===== config.mk =====
export PLATFORM = sky130hd
export DESIGN_NAME = pc_fetch_unit
export DESIGN_NICKNAME = d
export VERILOG_FILES = /design/src/rtl/pc_fetch_unit.sv
export SDC_FILE = /design/constraint.sdc
export NUM_CORES = 1
export LEC_CHECK = 0
export ABC_AREA = 0
export BUFFER_PORTS_ARGS = -buffer_cell sky130_fd_sc_hd__buf_2
export CORE_UTILIZATION = 50
export CTS_CLUSTER_DIAMETER = 40
export DETAILED_ROUTE_END_ITERATION = 6
export PLACE_DENSITY = 0.82
export SLEW_MARGIN = 20
export SYNTH_ARGS = -nofsm -noshare
export SYNTH_HDL_FRONTEND = slang
export SYNTH_SLANG_ARGS = --single-unit

===== constraint.sdc =====
create_clock -name clk -period 3.6 [get_ports clk]
set_input_delay 0.36 -clock clk [delete_from_list [all_inputs] [get_ports clk]]
set_output_delay 0.36 -clock clk [all_outputs]
set_load 0.1 [all_outputs]

===== src/rtl/pc_fetch_unit.sv =====
// PC register, IF->ID->EX delay pipe and EX branch resolution with a 2-slot squash.
// Optional BRANCH_NE_EN adds a BNE opcode that redirects on unequal operands.
module pc_fetch_unit #(
    parameter int PC_WIDTH = 32,
    parameter logic [PC_WIDTH-1:0] RESET_PC = '0,
    parameter int PC_INC = 4
) (
    input  logic                clk,
    input  logic                reset,
    input  logic                stall,
    input  logic [5:0]          opcode_ex,
    input  logic [31:0]         rs1_value,
    input  logic [31:0]         rs2_value,
    input  logic [PC_WIDTH-1:0] target_addr,
    output logic [PC_WIDTH-1:0] pc,
    output logic [PC_WIDTH-1:0] pc_delay,
    output logic                ex_valid,
    output logic                branch_taken,
    output logic                flush
);

    localparam logic [5:0] OP_JUMP = 6'b010101;
    localparam logic [5:0] OP_BRA  = 6'b010110;
`ifdef BRANCH_NE_EN
    localparam logic [5:0] OP_BNE  = 6'b010111;
`endif

    typedef enum logic {RUN, FLUSH} state_t;

    typedef struct packed {
        logic [PC_WIDTH-1:0] pc;
        logic                valid;
    } slot_t;

    state_t              state_q, state_d;
    logic [1:0]          cnt_q, cnt_d;
    logic [PC_WIDTH-1:0] pc_q;
    slot_t               id_q, ex_q;
    logic                ops_eq;
    logic                cond;
    logic                redirect;

    assign ops_eq = (rs1_value == rs2_value);

    always_comb begin
        cond = 1'b0;
        unique case (1'b1)
            opcode_ex == OP_JUMP: cond = 1'b1;
            opcode_ex == OP_BRA:  cond = ops_eq;
`ifdef BRANCH_NE_EN
            opcode_ex == OP_BNE:  cond = !ops_eq;
`endif
            default:              cond = 1'b0;
        endcase
    end

    assign redirect     = ex_q.valid && !stall && cond;
    assign branch_taken = redirect;
    assign pc           = pc_q;
    assign pc_delay     = ex_q.pc;
    assign ex_valid     = ex_q.valid;
    assign flush        = (state_q == FLUSH);

    always_ff @(posedge clk or posedge reset) begin
        if (reset) begin
            pc_q <= RESET_PC;
            id_q <= '0;
            ex_q <= '0;
        end else if (!stall) begin
            id_q.pc <= pc_q;
            ex_q.pc <= id_q.pc;
            if (redirect) begin
                pc_q       <= target_addr;
                id_q.valid <= 1'b0;
                ex_q.valid <= 1'b0;
            end else begin
                pc_q       <= pc_q + PC_WIDTH'(PC_INC);
                id_q.valid <= 1'b1;
                ex_q.valid <= id_q.valid;
            end
        end
    end

    always_ff @(posedge clk or posedge reset) begin
        if (reset) begin
            state_q <= RUN;
            cnt_q   <= 2'd0;
        end else begin
            state_q <= state_d;
            cnt_q   <= cnt_d;
        end
    end

    // Squash counter covers the two wrong-path slots behind a redirect.
    always_comb begin
        state_d = state_q;
        cnt_d   = cnt_q;
        case (state_q)
            RUN: begin
                if (redirect) begin
                    state_d = FLUSH;
                    cnt_d   = 2'd2;
                end
            end
            FLUSH: begin
                if (!stall) begin
                    cnt_d = cnt_q - 2'd1;
                    if (cnt_q == 2'd1)
                        state_d = RUN;
                end
            end
            default: begin
                state_d = RUN;
                cnt_d   = 2'd0;
            end
        endcase
    end

endmodule


# After elaboration in Yosys (flattened, before gate mapping)
# Index checks and enable logic that the tools add are counted.
# totals
regBits	101
inputBits	105
output_inout_bits	67
wordCells	31
# op_classes
add_sub_neg	2
eq_ne	6
mux	11
bitwise_logic	1
n_reduce_logical	4
# ops
operator	count
adder 32 x 3 -> 32 bit (second input constant)	1
== test 32 bit	1
two-way mux 32 bit	1
== test 6 x 5 -> 1 bit (second input constant)	2
two-way mux 1 bit	5
two-way mux 2 bit	2
!= test 2 bit (second input constant)	2
case mux 1 bit (2 select lines)	2
case mux 2 bit (2 select lines)	1
== test 2 x 1 -> 1 bit (second input constant)	1
logical AND 1 bit	2
AND reduction 2 bit	1
subtractor 2 x 1 -> 2 bit (second input constant)	1
zero test 1 bit	1
NOT 1 bit	1

# Logic depth before layout (Yosys ltp)
# logic_depth
ltp_word	5
depth_mapped	10
depth_no_buf	8

# Worst setup path after synthesis
# Ideal clock, no wire load.
# synth_path
path_type	register to register
from	register pc_q[7] (netlist: pc[7])
to	register pc_q[31] (netlist: pc[31])
setup_time_ns	0.125
t_arrival_ns	2.725
t_required_ns	3.475
path_slack_ns	0.750
stages_incl_launch_ff	9
path_buffers	1
synth_period_minus_slack_ns	2.850
path_cell_list	dfrtp_1 > buf_2 > and4_1 > nand3_1 > nor4_2 > and2_1 > nand4_1 > mux2_4 > o22a_1
# synth_via
elab_chain_len	2
# synth_lines
item	line	text
start, declared	37	logic [PC_WIDTH-1:0] pc_q;
start signal, assigned	73	pc_q <= target_addr;
start signal, assigned	77	pc_q <= pc_q + PC_WIDTH'(PC_INC);
adder 32 x 3 -> 32 bit	77	
two-way mux 32 bit	72	if (redirect) begin
# No other way between the ends.
# A chain may end at the register's enable or synchronous reset.

# Final worst setup path
# layout_path
from	input port rs2_value[21]
to	output port branch_taken
# layout_via
elab_chain_len	3
# layout_lines
item	line	text
start, declared	13	input logic [31:0] rs2_value,
== test 32 bit	43	assign ops_eq = (rs1_value == rs2_value);
case mux 1 bit (2 select lines)	47	unique case (1'b1)
logical AND 1 bit	57	assign redirect = ex_q.valid && !stall && cond;
end, declared	18	output logic branch_taken,
# No other way between the ends.

==> results.sh <==
export IMPL_p_per_area_nw_per_um2=706.2
export IMPL_final_cell_mix="170 x buf_2, 101 x dfrtp_1, 52 x nand2_1, 52 x mux2_2, 27 x a21oi_1"
export IMPL_synthXorXnorAreaFrac=0.05882
export IMPL_synthAdderAreaFrac=0.005093
export IMPL_setup_violations=0
export IMPL_crit_required_ns=3.24
export IMPL_crit_buf_inv=3
export IMPL_die_w_um=101.1
export IMPL_cts_resized=0
export IMPL_ys_seq_area_frac=0.5144
export IMPL_final_setup_tns_ns=0
export IMPL_grt_use_total=0.2463
export IMPL_h_tree_depth=3
export IMPL_path_max_fanout=15
export IMPL_synthSimpleGateAreaFrac=0.1431
export IMPL_cp_common_cell="buf_2"
export IMPL_path_class="in -> out"
export IMPL_layout_setup_ws_ns=0.9178
export IMPL_nFillCells=794
export IMPL_clock_fmax_ghz=0.3728
export IMPL_fin_cells=758
export IMPL_synth_fp_nets=566
export IMPL_dpl_worst_slack_ns=0.8110
export IMPL_dieArea_um2=10230
export IMPL_cp_slowest_stage_delay_ns=0.50
export IMPL_drive_gt1_frac=0.4006
export IMPL_area_growth_pct=23.45
export IMPL_endpoint_kind="output port"
export IMPL_cp_slowest_cell="buf_2"
export IMPL_grt_start_max_net_pins=92
export IMPL_synthFlopType="dfrtp_1"
export IMPL_clock_sinks=101
export IMPL_worst_pin_slew_ns=0.9508
export IMPL_detail_route_wl_per_cell_um=15.79
export IMPL_period_minus_slack_ns=2.682
export IMPL_synth_cells=459
export IMPL_cts_buffers=9
export IMPL_skew_ns=0.01467
export IMPL_p_leak_nw=2.878
export IMPL_antenna_found_initial=0
export IMPL_nets=731
export IMPL_layout_commonest_cell="buf_2"
export IMPL_root_buffer="clkbuf_8"
export IMPL_crit_path_start_kind="input pin"
export IMPL_synth_compound_area_frac=0.1128
export IMPL_ys_seq_elements=101
export IMPL_via_count=4090
export IMPL_synthDistinctLibCells=50
export IMPL_cts_buffer_depth=2
export IMPL_status="completed"
export IMPL_grt_pass1_wl_um=19460
export IMPL_antenna_cells=0
export IMPL_synthArstFlopShare=1.000
export IMPL_synth_mux_area_fraction=0.1324
export IMPL_fp_row_count=35
export IMPL_synth_area_um2=4913
export IMPL_port_buffers=171
export IMPL_wl_um=11970
export IMPL_arrival_ns=2.32
export IMPL_path_clk_slew_ns=0.11
export IMPL_rsz0062_at_grt="no"
export IMPL_numPlacedInstances=742
export IMPL_worstHoldPathType="in -> async"
export IMPL_drc=0
export IMPL_tritoncts="built"
export IMPL_synth_edf_count=0
export IMPL_ios=172
export IMPL_die_y_um=101.1
export IMPL_postCtsSetupBuffers=0
export IMPL_cts_hold_buf=0
export IMPL_yosysWarnings=0
export IMPL_fin_hold_ws_ns=0.02908
export IMPL_slew_headroom=0.3661
export IMPL_gr_total_overflow=0
export IMPL_fin_crit_sh=0.7450
export IMPL_crit_chain="buf_2, xor2_1, nor4_1, nand4_1, o31a_1, inv_2, buf_2"
export IMPL_max_cap_violations=0
export IMPL_syn_avg_cell_area_um2=10.70
export IMPL_ant_nets=0
export IMPL_peakVddDrop_uv=531.0
export IMPL_clk_latency_ns=0.37
export IMPL_dp_hpwl_um=8769
export IMPL_maxSlewViolCount=0
export IMPL_start_util=0.5243
export IMPL_crit_family="buffers and inverters"
export IMPL_grt_pass1_vias=3998
export IMPL_via_per_inst=5.396
export IMPL_drtPass1Iterations=4
export IMPL_gp_congestion=0.8505
export IMPL_synth_top_family_by_area="simple AND/OR/NAND/NOR gates"
export IMPL_finalHoldViolCount=0
export IMPL_core_area_um2=9371
export IMPL_drt_iter0_drc=182
==> state kept, by name (all words and copies together) (netlist names) <==
name,count
id_q,33
ex_valid,1
pc_delay,32
pc,32
flush,1
cnt_q,2
==> power breakdown <==
group          switching, mW  total, mW  internal [mW]
registers              0.214       1.60           1.39
logic                   1.59       1.99          0.398
clock network          0.407      0.686          0.280
total                   2.22       4.28           2.07
==> cell usage after synthesis (all sizes together), types with 3 or more instances <==
cell	n	area share
a21oi	27	0.028
nand4	8	0.010
xnor2	12	0.021
o21ai	27	0.028
nor4	6	0.010
a221o	3	0.0061
dfrtp	101	0.51
nand3	20	0.020
and3	12	0.015
xor2	21	0.037
o211ai	5	0.0076
buf	9	0.0097
inv	17	0.013
o31a	3	0.0053
nor2	15	0.011
clkbuf	14	0.011
o22a	4	0.0071
nand2	52	0.040
and4	3	0.0053
mux2i	5	0.010
a22oi	4	0.0061
or4	3	0.0053
or3	8	0.010
mux2	53	0.12
and2	3	0.0038
==> through the flow <==
step / utilization / area (µm²) / total power [mW]
floorplan: - / 4913 / 3.237
global placement: 0.6275 / 5881 / 3.584
detailed placement: 0.6275 / 5881 / 3.624
CTS: 0.6473 / 6066 / 4.305
global route: 0.6473 / 6066 / 4.476
finish: 0.6473 / 6066 / 4.284
==> cells by family after synthesis <==
| family | count (synthesis) |
|---|---|
| AND/OR/NAND/NOR | 138 |
| buffers and inverters | 40 |
| adder cells (fa/ha/maj) | 2 |
| XOR/XNOR | 33 |
| AO/OA/AOI/OAI | 87 |
| flip-flops | 101 |
| multiplexers | 58 |
==> layer usage <==
layer / up-vias / part of all wire / global-route usage
met5: - / 0 / 0
met1: 1986 / 0.45 / 0.3279
met3: 19 / 0.043 / 0.05314
met4: 0 / 0.015 / 0.08584
met2: 120 / 0.49 / 0.4008
li1: 1965 / - / -
==> final timing paths <==
path | start | end | depth (start not counted) | slack, ns
max | rs2_value[21] | branch_taken | 7 | 0.92
min | reset | pc_delay[2] | 2 | 0.03
max reg2reg | pc[3] | pc[24] | 8 | 1.12
min reg2reg | id_q[22] | id_q[22] | 2 | 0.49
max in group asynchronous | reset | cnt_q[0] | 3 | 2.76
min in group clk | target_addr[1] | pc[1] | 3 | 0.19
==> area by class of cell <==
type / instances / area [µm²] / area share
multi-input combinational: 318 / 2222 / 0.3663
clock inverter: 5 / 43.79 / 0.007219
timing repair buffer: 177 / 903.4 / 0.1489
tap: 129 / 161.4 / 0.02661
clock buffer: 11 / 141.4 / 0.02331
sequential: 101 / 2527 / 0.4167
inverter: 17 / 66.31 / 0.01093
Power figures use the tool's default switching activity.
